### src/rtl/mem_port_arbiter_if.sv
// ------------------------------------------------------------------
// mem_port_arbiter_if : fetch, load/store and RAM port bundle
// Rev 1.0
// ------------------------------------------------------------------
`default_nettype none

interface mem_port_arbiter_if #(
   parameter int ADDR_W = 14
);
   logic              if_req;
   logic [ADDR_W-1:0] if_addr;
   logic              if_gnt;
   logic              if_rvalid;
   logic [31:0]       if_rdata;

   logic              ls_req;
   logic              ls_we;
   logic [2:0]        ls_funct3;
   logic [ADDR_W-1:0] ls_addr;
   logic [31:0]       ls_wdata;
   logic              ls_gnt;
   logic              ls_rvalid;
   logic [31:0]       ls_rdata;
   logic              ls_err;

   logic              mem_en;
   logic              mem_we;
   logic [3:0]        mem_be;
   logic [ADDR_W-3:0] mem_addr;
   logic [31:0]       mem_wdata;
   logic [31:0]       mem_rdata;

   // Arbiter side
   modport slave (
      input  if_req, if_addr,
      output if_gnt, if_rvalid, if_rdata,
      input  ls_req, ls_we, ls_funct3, ls_addr, ls_wdata,
      output ls_gnt, ls_rvalid, ls_rdata, ls_err,
      output mem_en, mem_we, mem_be, mem_addr, mem_wdata,
      input  mem_rdata
   );

   // Requester / RAM side
   modport master (
      output if_req, if_addr,
      input  if_gnt, if_rvalid, if_rdata,
      output ls_req, ls_we, ls_funct3, ls_addr, ls_wdata,
      input  ls_gnt, ls_rvalid, ls_rdata, ls_err,
      input  mem_en, mem_we, mem_be, mem_addr, mem_wdata,
      output mem_rdata
   );
endinterface

`default_nettype wire

### src/rtl/mem_port_arbiter.sv
// ------------------------------------------------------------------
// mem_port_arbiter : shares one sync RAM port between fetch and LSU
// Rev 1.0
// ------------------------------------------------------------------
`default_nettype none

module mem_port_arbiter #(
   parameter int ADDR_W     = 14,
   parameter int MAX_STARVE = 4
) (
   input  wire logic          clk,
   input  wire logic          reset,
   mem_port_arbiter_if.slave  bus
);

   localparam int               C_CNT_W     = $clog2(MAX_STARVE + 1);
   localparam logic [C_CNT_W-1:0] C_STARVE_MAX = C_CNT_W'(MAX_STARVE);

   logic [C_CNT_W-1:0] r_starve;
   logic               r_if_rvalid;
   logic               r_ls_rvalid;
   logic               r_ls_err;
   logic               r_ls_load;
   logic [1:0]         r_off;
   logic [2:0]         r_funct3;

   logic               w_if_win;
   logic               w_if_gnt;
   logic               w_ls_gnt;
   logic [1:0]         w_size;
   logic               w_illegal;
   logic               w_misalign;
   logic               w_bad;
   logic [31:0]        w_shift;
   logic [31:0]        w_ext;
   logic               w_unused_addr;

   assign w_unused_addr = ^bus.if_addr[1:0];

   // Fetch wins when LSU is idle or once it has lost MAX_STARVE times in a row
   assign w_if_win = bus.if_req && (!bus.ls_req || (r_starve >= C_STARVE_MAX));
   assign w_if_gnt = !reset && w_if_win;
   assign w_ls_gnt = !reset && bus.ls_req && !w_if_win;

   assign bus.if_gnt = w_if_gnt;
   assign bus.ls_gnt = w_ls_gnt;

   assign w_size     = bus.ls_funct3[1:0];
   assign w_illegal  = (w_size == 2'b11) ||
                       (bus.ls_funct3[2] && (bus.ls_we || (w_size == 2'b10)));
   assign w_misalign = ((w_size == 2'b01) && bus.ls_addr[0]) ||
                       ((w_size == 2'b10) && (bus.ls_addr[1:0] != 2'b00));
   assign w_bad      = w_illegal || w_misalign;

   always_comb begin
      bus.mem_en    = 1'b0;
      bus.mem_we    = 1'b0;
      bus.mem_be    = 4'h0;
      bus.mem_addr  = '0;
      bus.mem_wdata = 32'h0;
      if (w_if_gnt) begin
         bus.mem_en   = 1'b1;
         bus.mem_be   = 4'hF;
         bus.mem_addr = bus.if_addr[ADDR_W-1:2];
      end else if (w_ls_gnt && !w_bad) begin
         bus.mem_en   = 1'b1;
         bus.mem_we   = bus.ls_we;
         bus.mem_addr = bus.ls_addr[ADDR_W-1:2];
         if (!bus.ls_we) begin
            bus.mem_be = 4'hF;
         end else begin
            case (w_size)
               2'b00: begin
                  bus.mem_be    = 4'b0001 << bus.ls_addr[1:0];
                  bus.mem_wdata = {4{bus.ls_wdata[7:0]}};
               end
               2'b01: begin
                  bus.mem_be    = 4'b0011 << bus.ls_addr[1:0];
                  bus.mem_wdata = {2{bus.ls_wdata[15:0]}};
               end
               default: begin
                  bus.mem_be    = 4'hF;
                  bus.mem_wdata = bus.ls_wdata;
               end
            endcase
         end
      end
   end

   always_ff @(posedge clk) begin
      if (reset) begin
         r_starve <= '0;
      end else if (!bus.if_req || w_if_gnt) begin
         r_starve <= '0;
      end else if (r_starve < C_STARVE_MAX) begin
         r_starve <= r_starve + 1'b1;
      end
   end

   always_ff @(posedge clk) begin
      if (reset) begin
         r_if_rvalid <= 1'b0;
         r_ls_rvalid <= 1'b0;
         r_ls_err    <= 1'b0;
         r_ls_load   <= 1'b0;
         r_off       <= 2'b00;
         r_funct3    <= 3'b000;
      end else begin
         r_if_rvalid <= w_if_gnt;
         r_ls_rvalid <= w_ls_gnt;
         r_ls_err    <= w_ls_gnt && w_bad;
         r_ls_load   <= w_ls_gnt && !bus.ls_we && !w_bad;
         if (w_ls_gnt) begin
            r_off    <= bus.ls_addr[1:0];
            r_funct3 <= bus.ls_funct3;
         end
      end
   end

   assign w_shift = bus.mem_rdata >> {r_off, 3'b000};

   always_comb begin
      w_ext = w_shift;
      case (r_funct3)
         3'b000:  w_ext = {{24{w_shift[7]}},  w_shift[7:0]};
         3'b001:  w_ext = {{16{w_shift[15]}}, w_shift[15:0]};
         3'b100:  w_ext = {24'h0, w_shift[7:0]};
         3'b101:  w_ext = {16'h0, w_shift[15:0]};
         default: w_ext = w_shift;
      endcase
   end

   // A response still in flight when reset rises is suppressed immediately
   assign bus.if_rvalid = r_if_rvalid && !reset;
   assign bus.if_rdata  = bus.mem_rdata;
   assign bus.ls_rvalid = r_ls_rvalid && !reset;
   assign bus.ls_err    = r_ls_err && !reset;
   assign bus.ls_rdata  = (r_ls_load && !reset) ? w_ext : 32'h0;

endmodule

`default_nettype wire

### src/flat_wrapper.sv
// flat-port wrapper written by rule: the top's interface ports become plain ports
module mem_port_arbiter_flat 
#(
   parameter int ADDR_W     = 14,
   parameter int MAX_STARVE = 4
)
  (clk, reset, bus_if_req, bus_if_addr, bus_if_gnt, bus_if_rvalid, bus_if_rdata, bus_ls_req, bus_ls_we, bus_ls_funct3, bus_ls_addr, bus_ls_wdata, bus_ls_gnt, bus_ls_rvalid, bus_ls_rdata, bus_ls_err, bus_mem_en, bus_mem_we, bus_mem_be, bus_mem_addr, bus_mem_wdata, bus_mem_rdata);
  mem_port_arbiter_if #(.ADDR_W(ADDR_W)) bus_i ();
  input  wire logic clk;
  input  wire logic reset;
  input wire logic [$bits(bus_i.if_req)-1:0] bus_if_req;
  input wire logic [$bits(bus_i.if_addr)-1:0] bus_if_addr;
  output wire logic [$bits(bus_i.if_gnt)-1:0] bus_if_gnt;
  output wire logic [$bits(bus_i.if_rvalid)-1:0] bus_if_rvalid;
  output wire logic [$bits(bus_i.if_rdata)-1:0] bus_if_rdata;
  input wire logic [$bits(bus_i.ls_req)-1:0] bus_ls_req;
  input wire logic [$bits(bus_i.ls_we)-1:0] bus_ls_we;
  input wire logic [$bits(bus_i.ls_funct3)-1:0] bus_ls_funct3;
  input wire logic [$bits(bus_i.ls_addr)-1:0] bus_ls_addr;
  input wire logic [$bits(bus_i.ls_wdata)-1:0] bus_ls_wdata;
  output wire logic [$bits(bus_i.ls_gnt)-1:0] bus_ls_gnt;
  output wire logic [$bits(bus_i.ls_rvalid)-1:0] bus_ls_rvalid;
  output wire logic [$bits(bus_i.ls_rdata)-1:0] bus_ls_rdata;
  output wire logic [$bits(bus_i.ls_err)-1:0] bus_ls_err;
  output wire logic [$bits(bus_i.mem_en)-1:0] bus_mem_en;
  output wire logic [$bits(bus_i.mem_we)-1:0] bus_mem_we;
  output wire logic [$bits(bus_i.mem_be)-1:0] bus_mem_be;
  output wire logic [$bits(bus_i.mem_addr)-1:0] bus_mem_addr;
  output wire logic [$bits(bus_i.mem_wdata)-1:0] bus_mem_wdata;
  input wire logic [$bits(bus_i.mem_rdata)-1:0] bus_mem_rdata;
  assign bus_i.if_req = bus_if_req;
  assign bus_i.if_addr = bus_if_addr;
  assign bus_if_gnt = bus_i.if_gnt;
  assign bus_if_rvalid = bus_i.if_rvalid;
  assign bus_if_rdata = bus_i.if_rdata;
  assign bus_i.ls_req = bus_ls_req;
  assign bus_i.ls_we = bus_ls_we;
  assign bus_i.ls_funct3 = bus_ls_funct3;
  assign bus_i.ls_addr = bus_ls_addr;
  assign bus_i.ls_wdata = bus_ls_wdata;
  assign bus_ls_gnt = bus_i.ls_gnt;
  assign bus_ls_rvalid = bus_i.ls_rvalid;
  assign bus_ls_rdata = bus_i.ls_rdata;
  assign bus_ls_err = bus_i.ls_err;
  assign bus_mem_en = bus_i.mem_en;
  assign bus_mem_we = bus_i.mem_we;
  assign bus_mem_be = bus_i.mem_be;
  assign bus_mem_addr = bus_i.mem_addr;
  assign bus_mem_wdata = bus_i.mem_wdata;
  assign bus_i.mem_rdata = bus_mem_rdata;
  mem_port_arbiter #(.ADDR_W(ADDR_W), .MAX_STARVE(MAX_STARVE)) u_core (.clk(clk), .reset(reset), .bus(bus_i));
endmodule
### config.mk
export PLATFORM = sky130hd
export DESIGN_NAME = mem_port_arbiter_flat
export DESIGN_NICKNAME = d
export VERILOG_FILES = /design/src/rtl/mem_port_arbiter_if.sv /design/src/rtl/mem_port_arbiter.sv /design/src/flat_wrapper.sv
export SDC_FILE = /design/constraint.sdc
export NUM_CORES = 1
export LEC_CHECK = 0
export ABC_AREA = 1
export CELL_PAD_IN_SITES_DETAIL_PLACEMENT = 1
export CELL_PAD_IN_SITES_GLOBAL_PLACEMENT = 1
export CORE_MARGIN = 2
export CORE_UTILIZATION = 19
export CTS_CLUSTER_SIZE = 16
export DETAILED_ROUTE_END_ITERATION = 12
export HOLD_SLACK_MARGIN = 0.08
export PLACE_DENSITY = 0.92
export SETUP_SLACK_MARGIN = 0.5
export SYNTH_ARGS = -nofsm -noshare
export SYNTH_HDL_FRONTEND = slang
export SYNTH_SLANG_ARGS = --single-unit
### constraint.sdc
create_clock -name clk -period 1.7 [get_ports clk]
set_clock_uncertainty 0.05 [all_clocks]
set_input_delay 0.34 -clock clk [delete_from_list [all_inputs] [get_ports clk]]
set_output_delay 0.34 -clock clk [all_outputs]
set_load 0.02 [all_outputs]
==> metrics.md, run 1 <==
| Metric | Value |
|---|---|
| Outcome | finished with violations |
| Failing checks | negative setup slack |
| Highest layer used for signal routing | met4 |
| Final Wtd Congestion | 0.824 |
| Final routed wirelength across all metal layers | 17200 µm |
| Vias per cell | 4.73 |
| Part of the power in combinational logic | 0.669 |
| Largest net degree at the start of global routing | 27 |
| PD cells | 352 mW/mm² |
| Initial antenna violation count | 0 |
| Number of synthesized register bits | 12 |
| Root Buffer Master | sky130_fd_sc_hd__clkbuf_16 |
| Post-synthesis cell count | around 460 |
| Max Cap Viol | 0 |
| HPWL Detailed | 11300 µm |
| Path category of the worst min-delay check | input port to flip-flop |
| Metal1 wirelength | between 6000 and 7000 µm |
| Fillcell total | 1513 |
| Setup TNS | -20210 ps |
| Growth of design area from synthesis to finish | 168% |
| Switching share of power | 0.417 |
| Number of buffers created by CTS | 3 |
| Path type of the worst setup path | flip-flop to output port |
| Element type at the critical path start | flip-flop |
| Max Fanout on Critical Path | 8 |
| Number of nets in the layout | around 820 |
| Pre-antenna DRT Iters | 4 |
| Top_reg_cell synth | sky130_fd_sc_hd__dfxtp_1 |
| Port Buf Inserts | 216 |
| Starting density of the core | 0.192 |
| Share of the clock period used by the worst path after layout | 1.19 |
| Worst IR drop on VDD | 289 µV |
| Width of the chip | 119 µm |
| Remaining design rule violation count | 0 |
| RSZ-0062 raised after global routing | true |
| Relative slew slack | 0.720 |
| Multi-input combinational cell area | 0.00270 mm² |
| Critical path's slowest cell | sky130_fd_sc_hd__dfxtp_2 |
| Met2 Wirelength | approximately 9900 µm |
| Setup-failing EPs final | 83 |
| CP dominant cell by count | sky130_fd_sc_hd__nand2_4 |
| Share of total power in sequential cells | 0.131 |
| Cell internal pwr | between 0.001 and 0.0015 W |
| Slew at the pin closest to its max-slew limit | 415 ps |
| Most frequent cells in the layout | sky130_fd_sc_hd__buf_6 (111), sky130_fd_sc_hd__buf_4 (90), sky130_fd_sc_hd__nand2_1 (74), sky130_fd_sc_hd__nand2_2 (58), sky130_fd_sc_hd__clkdlybuf4s50_1 (56) |
| Syn. warnings | 0 |
| Sequential element share of the synthesized area | 0.0955 |
| Area of the mapped netlist | 0.00251 mm² |
| Standard cell core area | roughly 0.013 mm² |
| Synthesized area divided by synthesized cell count | 5.48 µm² |
| Sink count of the clock tree | 12 |
| Max Clk Rate | 0.495 GHz |
| Post-DRT Antenna Nets | 0 |
| Worst path required time | 1310 ps |
| Number of top-level pins | 219 |
| Clk network pwr share | 0.200 |
| Global-route usage over all layers | 0.227 |
| Reg clk slew, reported paths | 40 ps |
| Maximum clock path buffer count | 2 |
| PnR worst setup slack | -320 ps |
| Number of global-route vias before repair | between 4k and 5k |
| Global-route wire length before repair | 25600 µm |
| Switching power | 0.000991 W |
| Clock latency on the worst-skew pair | 240 ps |
| Final period demand of the worst path | 2020 ps |
| Met3 layer wire length in the routed design | 692 µm |
| Overall power consumption | 0.00238 W |
| Height of the chip | 119 µm |
| Fraction of layout instances using a drive strength above 1 | 0.644 |
| Synthesized net count | 560 |
| Number of distinct library cells after synthesis | 29 |
| Capturing element type of the critical path | output port |
| Clock tree from TritonCTS | built |
| Area post-placement | 0.00573 mm² |
| Final count of pins violating max slew | 0 |
| Vias | 4245 |
| Final count of hold timing violations | 0 |
| Worst-path cell chain | nand2_4 -> nand2_4 -> nor2_4 -> nand3_4 -> buf_12 -> buf_16 -> nor3_4 -> buf_6 |
| Number of DRC markers in iteration 0 | roughly 110 |
| Async SR Flop Fraction | 0 |
| Leakage Power | 3.17 nW |
| Total inserted antenna cells | 0 |
| Storage cell area | 253 µm² |
| Area of all placed cells without fillers | 0.00674 mm² |
| Most common cell after layout, fill and taps aside | sky130_fd_sc_hd__buf_6 |
| Max incr delay on CP | 340 ps |
| Count of H-tree levels built during CTS | 1 |
| Leftover overflow at the end of global routing | 0 |
| Standard-cell row count | 42 |
| Arrival @ worst endpoint | around 1600 ps |
| DIE AREA | between 0.01 and 0.015 mm² |
| Number of enable flip-flop cells after synthesis | 0 |
| WL/cell | 19.2 µm |
path summary, 6_finish.rpt:
check / start / slack (ps) / cells past startpoint / endpoint
hold / removal: bus_ls_funct3[2] / 340 / 3 / u_core.r_funct3[2]$_SDFFE_PP0P_
setup / recovery: u_core.r_starve[2]$_SDFFE_PP0N_ / -320 / 8 / bus_mem_wdata[3]
setup reg to reg: u_core.r_starve[2]$_SDFFE_PP0N_ / 300 / 8 / u_core.r_funct3[0]$_SDFFE_PP0P_
hold reg to reg: u_core.r_starve[0]$_SDFFE_PP0N_ / 380 / 1 / u_core.r_starve[0]$_SDFFE_PP0N_
stage by stage:
step / utilization / hold slack, ps / cells / setup slack [ps]
after floorplan: - / 349 / 459 / -44.3
after global placement: 0.438 / 362 / 865 / -987
after detailed placement: 0.438 / 373 / 865 / -1110
after CTS: 0.500 / 358 / 892 / -294
after global routing: 0.515 / 364 / 897 / -360
final: 0.515 / 341 / 897 / -320
area by class of cell:
class | instances | area share
clock buffer | 4 | 0.0132
inverter | 44 | 0.0315
multi-input combinational | 342 | 0.401
tap | 176 | 0.0327
sequential | 12 | 0.0375
timing repair buffer | 319 | 0.485
cells by family (layout without fill, tap and decap cells):
| kind of cell | count (synthesis) | after routing | synth area share |
|---|---|---|---|
| muxes | 1 | 1 | 0.00398 |
| and+or+nand+nor | 260 | 263 | 0.476 |
| adders and majority gates | 1 | 1 | 0.00497 |
| buffers and inverters | 108 | 367 | 0.244 |
| DFF | 12 | 12 | 0.0955 |
| AOI/OAI and AO/OA | 77 | 77 | 0.175 |
critical path, delay by kind of cell (launching register included):
kind                   cells  cell delay [ps]
buffers and inverters      3              460
DFF                        1              340
and+or+nand+nor            5              590
registers in the layout, indices dropped and copies added, names as in the netlist:
signal	flops
u_core.r_funct3	3
u_core.r_starve	3
u_core.r_off	2
u_core.r_if_rvalid	1
u_core.r_ls_err	1
u_core.r_ls_load	1
u_core.r_ls_rvalid	1
routing by layer:
metal / vias up / GRT usage
met2: 140 / 0.452
li1: 1982 / -
met3: 32 / 0.0330
met4: 0 / 0.0856
met1: 2091 / 0.235
met5: - / 0
power by group through the flow:
stage                     Sequential, W  Clock (W)  Combinational (W)
final                          0.000312   0.000475            0.00159
after global routing           0.000313   0.000496            0.00167
after CTS                      0.000310   0.000486            0.00149
after detailed placement       0.000312          0            0.00130
after global placement         0.000312          0            0.00126
after floorplan                0.000304          0           0.000700
timing repair:
item	CTS	global route
buffers inserted	14	5
pin swaps	55	26
gates resized for setup	892	68
hold buffers	0	0
endpoints found under the setup margin	130	102
cloned	9	0
cell usage after synthesis, types with 2 or more instances:
master / number / area (µm²)
sky130_fd_sc_hd__buf_2: 12 / 60.1
sky130_fd_sc_hd__a21oi_1: 40 / 200
sky130_fd_sc_hd__o21bai_1: 7 / 52.6
sky130_fd_sc_hd__nand2_2: 2 / 12.5
sky130_fd_sc_hd__nand3_4: 3 / 52.6
sky130_fd_sc_hd__clkbuf_1: 7 / 26.3
sky130_fd_sc_hd__inv_1: 37 / 139
sky130_fd_sc_hd__dfxtp_1: 12 / 240
sky130_fd_sc_hd__nand2_1: 155 / 582
sky130_fd_sc_hd__a31oi_1: 7 / 43.8
sky130_fd_sc_hd__nand2_4: 2 / 22.5
sky130_fd_sc_hd__or2_2: 8 / 50.1
sky130_fd_sc_hd__o21ai_0: 15 / 75.1
sky130_fd_sc_hd__buf_4: 39 / 293
sky130_fd_sc_hd__nor2_2: 2 / 12.5
sky130_fd_sc_hd__nor3_1: 16 / 80.1
sky130_fd_sc_hd__buf_6: 6 / 67.6
sky130_fd_sc_hd__o2111ai_1: 7 / 61.3
sky130_fd_sc_hd__nand3_1: 29 / 145
sky130_fd_sc_hd__inv_2: 5 / 18.8
sky130_fd_sc_hd__nor3_2: 11 / 110
sky130_fd_sc_hd__nor2_1: 30 / 113
(Power assumes the default switching activity.)
==> inputs of run 2 (changes only) <==
CTS_CLUSTER_SIZE = 30   (was 16)
==> results of run 2 <==
Same layout as run 1: the final DEF is identical, and so are final timing and power.
==> inputs of run 3 (changes only) <==
CORE_MARGIN = 3   (was 2)
CTS_CLUSTER_DIAMETER = 40   (was not set)
==> run 3 against run 2 <==
The run still ends with negative setup slack left; worst setup slack got worse by 20 ps; final cell count increased by 0.78%; critical path depth increased by 1; global-route usage increased by 0.27 points; largest cell class unchanged.
==> metrics.md, run 3 (synthesis results as in run 1) <==
| Metric | Value |
|---|---|
| Reg clk slew, reported paths | 50 ps (about the same) |
| Relative slew slack | 0.741 (+0.0208) |
| Worst IR drop on VDD | 276 µV (-4.4%) |
| Vias per cell | 4.83 (+2.1%) |
| PD cells | 352 mW/mm² (-0.13%) |
| Path category of the worst min-delay check | input port to flip-flop |
| Leakage Power | 3.25 nW (+2.7%) |
| Final period demand of the worst path | 2040 ps (+20.3 ps) |
| DIE AREA | 0.0147 mm² (+3.4%) |
| Critical Path Source | u_core.r_off[0]$_SDFFE_PP0P_ |
| Clock tree from TritonCTS | built |
| Post-cts hold buffer count | 0 (unchanged) |
| Sink count of the clock tree | 12 (unchanged) |
| Width of the chip | 121 µm (+1.7%) |
| Leftover overflow at the end of global routing | 0 (unchanged) |
| Number of buffers created by CTS | 3 (unchanged) |
| WL/cell | 20.4 µm (+6.5%) |
| Fillcell total | 1484 (-1.9%) |
| Area post-placement | 0.00576 mm² (+0.57%) |
| Worst path required time | 1310 ps (about the same) |
| Utilization after layout | 0.533 (+0.0181) |
| Max incr delay on CP | 370 ps (+30 ps) |
| Worst-path cell chain | buf_6 -> nand2_4 -> nand3_4 -> nand3_4 -> nand3_4 -> buf_6 -> nand2_4 -> inv_2 -> buf_6 |
| Final routed wirelength across all metal layers | 18500 µm (+7.4%) |
| Standard cell core area | 0.0128 mm² (-2.4%) |
| Vias | 4368 (+2.9%) |
| Final count of pins violating max slew | 0 (unchanged) |
| Outcome | finished with violations |
| Pre-antenna DRT Iters | 4 (unchanged) |
| Height of the chip | 121 µm (+1.7%) |
| Root Buffer Master | sky130_fd_sc_hd__clkbuf_16 |
| Final Wtd Congestion | 0.817 (-0.91%) |
| Clock latency on the worst-skew pair | 250 ps (about the same) |
| RSZ-0062 raised after global routing | true |
| Max Fanout on Critical Path | 7 (-1) |
| Element type at the critical path start | flip-flop |
| Most common cell after layout, fill and taps aside | sky130_fd_sc_hd__buf_6 |
| Number of nets in the layout | 834 (+1.3%) |
| Number of top-level pins | 219 (unchanged) |
| Post-Place Worst Slack | -1090 ps (+14.5 ps) |
| Number of global-route vias before repair | 4959 (+4.1%) |
| Initial antenna violation count | 1 (+1) |
| HPWL Detailed | 12500 µm (+10%) |
| Crit-path leading delay family | simple AND/OR/NAND/NOR gates |
| PnR worst setup slack | -340 ps (-20.3 ps) |
| Remaining design rule violation count | 0 (unchanged) |
| Largest net degree at the start of global routing | 33 (+22%) |
| Post-DRT Antenna Nets | 0 (unchanged) |
| Final count of hold timing violations | 0 (unchanged) |
| Standard-cell row count | 41 (-2.4%) |
| Number of DRC markers in iteration 0 | 135 (+24%) |
| Arrival @ worst endpoint | 1650 ps (+20 ps) |
| Failing checks | negative setup slack |
| Hold Path Origin | reset |
| Fraction of layout instances using a drive strength above 1 | 0.620 (-0.0239) |
| Starting density of the core | 0.197 (+0.00469) |
| Port Buf Inserts | 216 (unchanged) |
| Startpoint of the lowest-slack register-to-register path | u_core.r_starve[2]$_SDFFE_PP0N_ |
| Critical path's slowest cell | sky130_fd_sc_hd__dfxtp_4 |
| Max Cap Viol | 0 (unchanged) |
| Growth of design area from synthesis to finish | 171% |
| Leading registers by flop count | u_core.r_funct3: 3 flops, u_core.r_starve: 3 flops, u_core.r_off: 2 flops |
| Area of all placed cells without fillers | 0.00681 mm² (+1.0%) |
| Max Clk Rate | 0.490 GHz (-1.0%) |
| Maximum clock path buffer count | 2 (unchanged) |
| Count of H-tree levels built during CTS | 1 (unchanged) |
| Capturing element type of the critical path | output port |
| Path type of the worst setup path | flip-flop to output port |
| Slew at the pin closest to its max-slew limit | 384 ps (-30.8 ps) |
| Share of the clock period used by the worst path after layout | 1.20 (+0.0119) |
| Most frequent cells in the layout | sky130_fd_sc_hd__buf_6 (115), sky130_fd_sc_hd__nand2_1 (96), sky130_fd_sc_hd__buf_4 (92), sky130_fd_sc_hd__clkdlybuf4s50_1 (56), sky130_fd_sc_hd__nand2_4 (32) |
| Setup-failing EPs final | 83 (unchanged) |
| Global-route usage over all layers | 0.230 (+0.00270) |
| Number of buffer and inverter instances along the worst setup path | 4 (+1) |
| Global-route wire length before repair | 26800 µm (+4.7%) |
-- run 3: per-stage QoR --
stage / TNS (ps) / hold WS [ps] / total power [W] / instances
3_3_place_gp: -85080 / 357 / 0.00158 / 861
4_1_cts: -17010 / 394 / 0.00225 / 894
2_1_floorplan: -406 / 349 / 0.00100 / 459
3_5_place_dp: -90400 / 379 / 0.00163 / 861
5_1_grt: -25810 / 337 / 0.00251 / 904
6_report: -20690 / 329 / 0.00240 / 904
-- run 3: final cells by class --
cell class,count,area [µm²],share of cell area
timing repair buffer,332,3380,0.496
multi-input combinational,340,2690,0.395
sequential,12,250,0.0367
tap,172,215,0.0316
inverter,44,201,0.0296
clock buffer,3,75.1,0.0110
antenna,1,2.50,0.000367
-- run 3: path summary, 6_finish.rpt --
path	end	slack, ps	cells past startpoint
worst max-delay path	bus_ls_rdata[17]	-340	9
worst max register to register	u_core.r_ls_load$_SDFF_PP0_	310	8
worst min-delay path	u_core.r_funct3[2]$_SDFFE_PP0P_	330	3
worst min register to register	u_core.r_starve[0]$_SDFFE_PP0N_	390	1
-- run 3: metal layers --
layer | up-vias | part of all wire | wire, µm | GRT usage
met4 | 0 | 0.043 | 799 | 0.0928
met3 | 58 | 0.049 | 908 | 0.0401
met5 | - | 0 | 0 | 0
li1 | 2000 | - | - | -
met1 | 2122 | 0.33 | 6090 | 0.223
met2 | 188 | 0.58 | 10700 | 0.468
-- run 3: tightest hold or removal path, cell delays in order --
cell and delay (ps):
sky130_fd_sc_hd__buf_8 70, sky130_fd_sc_hd__buf_12 130, sky130_fd_sc_hd__a21oi_2 30
-- run 3: power breakdown --
part	internal [W]	total [W]	switching, W	leakage (nW)
Sequential	0.000293	0.000306	0.0000126	0.101
Clock	0.000308	0.000444	0.000137	0.0370
Combinational	0.000767	0.00165	0.000881	3.11
Total	0.00137	0.00240	0.00103	3.25
-- run 3: what timing repair did --
action | CTS | global route
gates cloned | 5 | 1
setup endpoints to repair | 130 | 100
pin swaps | 36 | 27
setup buffers | 25 | 8
gates resized for setup | 844 | 92
